==> config.mk <==
export PLATFORM = sky130hd
export DESIGN_NAME = music_box_record_writer
export DESIGN_NICKNAME = d
export VERILOG_FILES = /design/src/rtl/music_box_record_writer.sv
export SDC_FILE = /design/constraint.sdc
export NUM_CORES = 1
export LEC_CHECK = 0
export ABC_AREA = 1
export CAP_MARGIN = 20
export CORE_MARGIN = 2
export CORE_UTILIZATION = 40
export DETAILED_ROUTE_END_ITERATION = 12
export DONT_BUFFER_PORTS = 1
export GPL_TIMING_DRIVEN = 0
export PLACE_DENSITY = 0.66
export SETUP_SLACK_MARGIN = 0.5
export SYNTH_ARGS = -nofsm -noshare
export SYNTH_HDL_FRONTEND = slang
export SYNTH_SLANG_ARGS = --single-unit
==> constraint.sdc <==
create_clock -name clock_50Mhz -period 4.3 [get_ports clock_50Mhz]
set_clock_uncertainty 0.15 [all_clocks]
set_input_delay 1.29 -clock clock_50Mhz [delete_from_list [all_inputs] [get_ports clock_50Mhz]]
set_output_delay 1.29 -clock clock_50Mhz [all_outputs]
set_load 0.1 [all_outputs]
==> src/rtl/music_box_record_writer.sv <==
// music_box_record_writer
//   Record path of the music box. While the state controller holds mainState at
//   RECORD_STATE, ADC samples taken on sample_tick are queued in a small FIFO and
//   written to consecutive SDRAM addresses starting at BASE_ADDR. stateComplete
//   rises once NUM_SAMPLES ticks have been taken and every queued sample has been
//   accepted by the SDRAM controller.
//
// Ports
//   clock_50Mhz            in   system clock, all logic on posedge
//   reset_n                in   asynchronous active-low reset
//   sample_tick            in   one-cycle strobe at the audio sample rate
//   mainState              in   top-level state; anything but RECORD_STATE clears the block
//   mic_audioInput         in   ADC sample, captured on sample_tick
//   stateComplete          out  recording fully committed to SDRAM
//   overrun                out  sticky: a sample was dropped because the FIFO was full
//   debugString            out  {fifo_count[2:0], overrun, 9'd0, writeCount[18:0]}
//   sdram_inputAddress     out  write address
//   sdram_writeData        out  write data
//   sdram_isWriting        out  write command qualifier
//   sdram_inputValid       out  command request, held until accepted
//   sdram_recievedCommand  in   controller accepted the current command
//   sdram_isBusy           in   controller cannot take a new command
//
// Main FSM
//   state   | meaning
//   IDLE    | waiting for the first cycle in RECORD_STATE
//   CAPTURE | taking samples and draining the FIFO to SDRAM
//   DONE    | all samples committed, stateComplete held
//
// Writer FSM
//   state   | meaning
//   W_IDLE  | no command outstanding
//   W_REQ   | command presented, waiting for sdram_recievedCommand

module music_box_record_writer #(
   parameter logic [4:0]  RECORD_STATE = 5'd2,
   parameter int          NUM_SAMPLES  = 110250,
   parameter logic [24:0] BASE_ADDR    = 25'd0,
   parameter int          FIFO_DEPTH   = 4
) (
   input  logic        clock_50Mhz,
   input  logic        reset_n,
   input  logic        sample_tick,
   input  logic [4:0]  mainState,
   input  logic [15:0] mic_audioInput,
   output logic        stateComplete,
   output logic        overrun,
   output logic [31:0] debugString,
   output logic [24:0] sdram_inputAddress,
   output logic [15:0] sdram_writeData,
   output logic        sdram_isWriting,
   output logic        sdram_inputValid,
   input  logic        sdram_recievedCommand,
   input  logic        sdram_isBusy
);

   localparam int PW = (FIFO_DEPTH > 1) ? $clog2(FIFO_DEPTH) : 1;
   localparam int CW = PW + 1;
   localparam logic [18:0]   SAMPLE_LIMIT = 19'(NUM_SAMPLES);
   localparam logic [CW-1:0] FIFO_FULL_CNT = CW'(FIFO_DEPTH);

   typedef enum logic [1:0] {
      IDLE    = 2'd0,
      CAPTURE = 2'd1,
      DONE    = 2'd2
   } main_state_t;

   typedef enum logic {
      W_IDLE = 1'b0,
      W_REQ  = 1'b1
   } wr_state_t;

   main_state_t   main_state;
   wr_state_t     wr_state;
   logic [18:0]   sample_count;
   logic [18:0]   write_count;
   logic [CW-1:0] fifo_count;
   logic [PW-1:0] wr_ptr;
   logic [PW-1:0] rd_ptr;
   logic [15:0]   fifo_mem [FIFO_DEPTH];

   logic record_active;
   logic fifo_empty;
   logic fifo_full;
   logic tick_valid;
   logic fifo_pop;
   logic fifo_push;
   logic sample_drop;
   logic wr_start;
   logic [2:0] dbg_count;

   always_comb begin
      record_active = (mainState == RECORD_STATE);
      fifo_empty    = (fifo_count == '0);
      fifo_full     = (fifo_count == FIFO_FULL_CNT);
      tick_valid    = (main_state == CAPTURE) && sample_tick && (sample_count < SAMPLE_LIMIT);
      fifo_pop      = (wr_state == W_REQ) && sdram_recievedCommand;
      // A pop on the same edge frees a slot, so a tick into a full FIFO is still taken.
      fifo_push     = tick_valid && (!fifo_full || fifo_pop);
      sample_drop   = tick_valid && fifo_full && !fifo_pop;
      wr_start      = (wr_state == W_IDLE) && !fifo_empty && !sdram_isBusy;
      dbg_count     = 3'(fifo_count);
   end

   assign debugString = {dbg_count, overrun, 9'd0, write_count};

   // Sample storage carries no reset; occupancy and pointers define what is valid.
   always_ff @(posedge clock_50Mhz) begin
      if (record_active && fifo_push) begin
         fifo_mem[wr_ptr] <= mic_audioInput;
      end
   end

   always_ff @(posedge clock_50Mhz or negedge reset_n) begin
      if (!reset_n) begin
         main_state         <= IDLE;
         wr_state           <= W_IDLE;
         sample_count       <= '0;
         write_count        <= '0;
         fifo_count         <= '0;
         wr_ptr             <= '0;
         rd_ptr             <= '0;
         overrun            <= 1'b0;
         stateComplete      <= 1'b0;
         sdram_inputAddress <= '0;
         sdram_writeData    <= '0;
         sdram_isWriting    <= 1'b0;
         sdram_inputValid   <= 1'b0;
      end else if (!record_active) begin
         // Leaving RECORD_STATE abandons the recording, including any pending command.
         main_state         <= IDLE;
         wr_state           <= W_IDLE;
         sample_count       <= '0;
         write_count        <= '0;
         fifo_count         <= '0;
         wr_ptr             <= '0;
         rd_ptr             <= '0;
         overrun            <= 1'b0;
         stateComplete      <= 1'b0;
         sdram_inputAddress <= '0;
         sdram_writeData    <= '0;
         sdram_isWriting    <= 1'b0;
         sdram_inputValid   <= 1'b0;
      end else begin
         case (main_state)
            IDLE: begin
               main_state <= CAPTURE;
            end
            CAPTURE: begin
               // Completion is keyed on ticks taken, so dropped samples cannot stall it.
               if (sample_count == SAMPLE_LIMIT && fifo_empty && wr_state == W_IDLE) begin
                  main_state    <= DONE;
                  stateComplete <= 1'b1;
               end
            end
            DONE: begin
               stateComplete <= 1'b1;
            end
            default: begin
               main_state <= IDLE;
            end
         endcase

         if (tick_valid) begin
            sample_count <= sample_count + 19'd1;
         end
         if (sample_drop) begin
            overrun <= 1'b1;
         end

         if (fifo_push) begin
            wr_ptr <= wr_ptr + 1'b1;
         end
         if (fifo_pop) begin
            rd_ptr <= rd_ptr + 1'b1;
         end
         case ({fifo_push, fifo_pop})
            2'b10:   fifo_count <= fifo_count + 1'b1;
            2'b01:   fifo_count <= fifo_count - 1'b1;
            default: fifo_count <= fifo_count;
         endcase

         case (wr_state)
            W_IDLE: begin
               if (wr_start) begin
                  wr_state           <= W_REQ;
                  sdram_inputAddress <= BASE_ADDR + {6'd0, write_count};
                  sdram_writeData    <= fifo_mem[rd_ptr];
                  sdram_isWriting    <= 1'b1;
                  sdram_inputValid   <= 1'b1;
               end
            end
            W_REQ: begin
               // Address and data stay registered; only the strobes drop on accept.
               if (sdram_recievedCommand) begin
                  wr_state         <= W_IDLE;
                  sdram_isWriting  <= 1'b0;
                  sdram_inputValid <= 1'b0;
                  write_count      <= write_count + 19'd1;
               end
            end
            default: begin
               wr_state <= W_IDLE;
            end
         endcase
      end
   end

endmodule

; After elaboration in Yosys (flattened, before gate mapping)
; Memory sizes are Yosys's and may differ from the RTL's.
; Cells that the tools add are included.
[word_totals]
memories = 1
output_inout_bits = 77
mem_bits_rw = 64
register_bits = 92
inputBits = 26
elab_cells = 100
[op_classes]
n_eq_ne = 21
n_addsub = 6
reduce_logical = 23
muxes = 35
bitwise = 1
order_cmp = 1
[mem_list]
columns = name, words, word_bits, rd, rd_clocked_by_memory_dff, wr, line_no
row1 = fifo_mem, 4, 16, 1, 0, 1, 80  ; logic [15:0] fifo_mem [FIFO_DEPTH];
[ops]
columns = op, count
row1 = 2-to-1 mux 19 bit, 5
row2 = 2-to-1 mux 25 bit, 3
row3 = 2-to-1 mux 16 bit, 3
row4 = "adder 19 x 1 -> 19 bit, second input constant", 2
row5 = "equality test 19 x 17 -> 1 bit, second input constant", 1
row6 = "< comparator 19 x 17 -> 1 bit, second input constant", 1
row7 = 2-to-1 mux 1 bit, 12
row8 = 2-to-1 mux 2 bit, 6
row9 = logical AND 1 bit, 11
row10 = "!= test 2 x 1 -> 1 bit, second input constant", 5
row11 = AND reduction 2 bit, 5
row12 = "!= test 2 bit, second input constant", 4
row13 = "!= test 3 x 1 -> 1 bit, second input constant", 2
row14 = "!= test 3 bit, second input constant", 2
row15 = one-hot mux 1 bit (2 select lines), 3
row16 = one-hot mux 2 bit (3 select lines), 1
row17 = one-hot mux 3 bit (2 select lines), 1
row18 = "equality test 5 x 2 -> 1 bit, second input constant", 1
row19 = "adder 2 x 1 -> 2 bit, second input constant", 2
row20 = "equality test 2 x 1 -> 1 bit, second input constant", 2
row21 = "equality test 2 bit, second input constant", 2
row22 = zero test 1 bit, 4
row23 = "adder 3 x 1 -> 3 bit, second input constant", 1
row24 = "equality test 3 bit, second input constant", 1
row25 = other kinds (7), 7

; Depth between registers and ports, before layout
[logic_depth]
ltp_word = 7
ltp_mapped = 16
ltp_nobuf = 14

; Least setup slack after synthesis
; Ideal clock, no wire load.
[synth_path]
path_kind = input to register
from = input sdram_recievedCommand
to = memory fifo_mem[0][0] (enable)
n_path_buf = 0
arrival_ps = 2646
required_time_ps = 3761
setup_ps = 389
setup_slack_ps = 1116
path_stages = 6
path_cell_list = nand2_1 -> inv_1 -> nor4_1 -> nor2_2 -> nand2_1 -> nor2_1
[synth_between]
elab_chain_cells = 6
[synth_rtl]
columns = item, line_no
row1 = "start, declared", 53  ; input logic sdram_recievedCommand,
row2 = logical AND 1 bit, 97  ; fifo_pop = (wr_state == W_REQ) && sdram_recievedCommand;
row3 = logical OR 1 bit, 99  ; fifo_push = tick_valid && (!fifo_full || fifo_pop);
row4 = logical AND 1 bit, 99
row5 = logical AND 1 bit, 109  ; if (record_active && fifo_push) begin
row6 = 2-to-1 mux 1 bit, 109
row7 = 2-to-1 mux 1 bit (implied by the code), 110  ; fifo_mem[wr_ptr] <= mic_audioInput;
row8 = "end, declared", 80
; Every way passes these cells.

==> impl_metrics.ini <==
[status]
status = finished clean

[sta]
post-route-min-period_ps = 3260
slew_headroom = 0.262
fin_crit_sh = 0.759
fmax_mhz = 306
rsz0062_at_grt = no
finalSetupViolCount = 0
hold_violations = 0
setup_tns_ps = 0
worstMarginPinSlew_ps = 1110
drv_slew = 0

[global_routing]
grt_pass1_wl_um = 25900
grt_overflow = 0
grtUsageMet3 = 0.0724
grt_pass1_vias = 4763
grt.busiest_layer = met2
met1_usage = 0.234
grt_max_degree = 87
antenna_found_initial = 0
grt_usage = 0.188
use_met2 = 0.302

[clock_network]
worstSkewPairLatency_ps = 430
cts_buffer_depth = 2
clock_sinks = 150
post_cts_buffers = 0
cts_buffers = 17
post_cts_resize_count = 0
h-tree-depth = 4
clkTransAtPathRegs_ps = 60
cts-root-buf = clkbuf_16
ctsHoldBuffers = 0
cts_tree = yes

[pwr]
p_leak_uw = 0.00308
power_uw = 3010
powerDensity_nw_per_um2 = 389
ir_drop_mv = 0.268

[yosys]
synth.distinct_cells = 38
post-synth-top-count-cell = nand2_1
synth_common_cells = nand2_1, inv_1, dfrtp_1
synth-edff-count = 64
synth_area_leaders = dfrtp_1, edfxtp_1, nand2_1, inv_1, o22ai_1
syn_area_per_cell_um2 = 9.81
synth.ff_latch_count = 150
synth_area_um2 = 6810
ys.flop_type = dfrtp_1
yosysTopAreaCellShare = 0.316
yosys_warnings = 0
async_flop_share = 0.573
synth-seq-area-share = 0.598
synth_top_area_cell = dfrtp_1
synth_cells = 694

[routing]
postRouteAntennaNets = 0
drt_first_pass_iters = 5
first_iter_violations = 436
avgViaCountPerCell = 5.11
wire_per_inst_um = 17.0
drc = 0
routed-via-count = 4917
totalWireLength_um = 16300

[placement]
post_dp_cell_area_um2 = 7170
place_congestion = 0.893
detailed_place_hpwl_um = 11100
portBuffers = 0
dp.cells = 930

[critical_path]
cp.arrival_ps = 1820
crit_fanout = 3
crit_buf_inv = 1
critical_path_class = flop to output pin
cp_cell_sequence = buf_4
cp-start-kind = flop
cp_data_required_time_ps = 2860
worst_path_max_delay_cell = dfrtp_1
slowest_delay_ps = 960
endpoint_kind = output pin
critPathTopFamily = flip-flops

[final_layout]
utilization = 0.466
fin_nets = 763
drive_gt1_frac = 0.111
final_area_um2 = 7730
antenna_cells = 0
area_growth_pct = 13.6
instances_no_fill = 962

[floorplan]
die_x_um = 134
io-pin-count = 103
fp-row-count = 47
coreArea_um2 = 16600
initial_core_util = 0.411
die_y_um = 134
dieArea_um2 = 18100

[flow_run]
max_cap_violations = 0

[hold_path]
hold_class = flop to flop
==> through the flow <==
stage               hold WS [ps]  setup WS [ps]
CTS                          345           1020
global placement             329            230
global route                 387            951
floorplan                    308           1120
detailed placement           333            662
finish                       342           1040
==> routing by layer <==
layer | wire length, µm | part of all wire
met1 | 6810 | 0.42
met2 | 7760 | 0.48
met3 | 1480 | 0.091
met4 | 264 | 0.016
met5 | 0 | 0
==> kinds of logic (layout without fill, tap and decap cells) <==
kind of cell / after synthesis / in the layout / synth area share
other cells: 1 / 15 / 0.000551
simple gates: 263 / 263 / 0.169
fa+ha+maj: 8 / 8 / 0.0158
xor+xnor: 9 / 9 / 0.0116
flops: 150 / 150 / 0.598
compound gates: 122 / 122 / 0.113
buf+inv: 141 / 175 / 0.0910
==> layout make-up <==
type	count	area, µm²
fillers	1553	8850
flip-flops and latches	150	4070
multi-input cells	417	2180
clock buffers	17	425
inverters	98	368
well taps	220	275
plain buffers	43	251
clock inverters	15	138
repair buffers	2	26.3
==> sequential cells by signal, indices dropped and copies added, names as in the netlist <==
register	count
fifo_mem	64
dbg_count	3
sample_count	19
sdram_writeData	16
write_count	19
main_state	2
sdram_inputValid	1
rd_ptr	2
stateComplete	1
wr_ptr	2
overrun	1
sdram_inputAddress	19
wr_state	1
==> path summary, 6_finish.rpt <==
| kind | startpoint | to | slack (ps) | cells after the start |
|---|---|---|---|---|
| worst min register to register | main_state[0] | main_state[0] | 340 | 1 |
| worst max-delay path | sdram_inputValid | sdram_isWriting | 1040 | 1 |
| max in group asynchronous | reset_n | sample_count[10] | 3480 | 0 |
| worst max register to register | dbg_count[0] | fifo_mem[1][10] | 1320 | 4 |
| min in group asynchronous | reset_n | sdram_inputAddress[18] | 400 | 0 |
| worst min-delay path | main_state[0] | main_state[0] | 340 | 1 |
==> where the power goes <==
group	leakage, µW	total (µW)	switching, µW	internal, µW
sequential	0.00178	1510	14.3	1500
clock	0.000278	1410	643	763
combinational	0.00102	88.4	74.3	14.2
==> cells in the final DEF (no fill, tap or decap), drive strengths merged, types with 2 or more instances in the layout <==
cell type,Yosys,routed
nand2,131,131
inv,96,105
dfrtp,86,86
edfxtp,64,64
nor2,54,54
nand3,38,38
buf,32,34
o22ai,33,33
a21oi,31,31
o21ai,29,29
clkbuf,11,28
nor3,17,17
a32o,16,16
conb,1,15
nand4,13,13
xor2,9,9
o31ai,7,7
ha,7,7
clkinv,2,7
nor4,6,6
nand3b,3,3
o21a,2,2
a211oi,2,2
(Power assumes the default switching activity.)
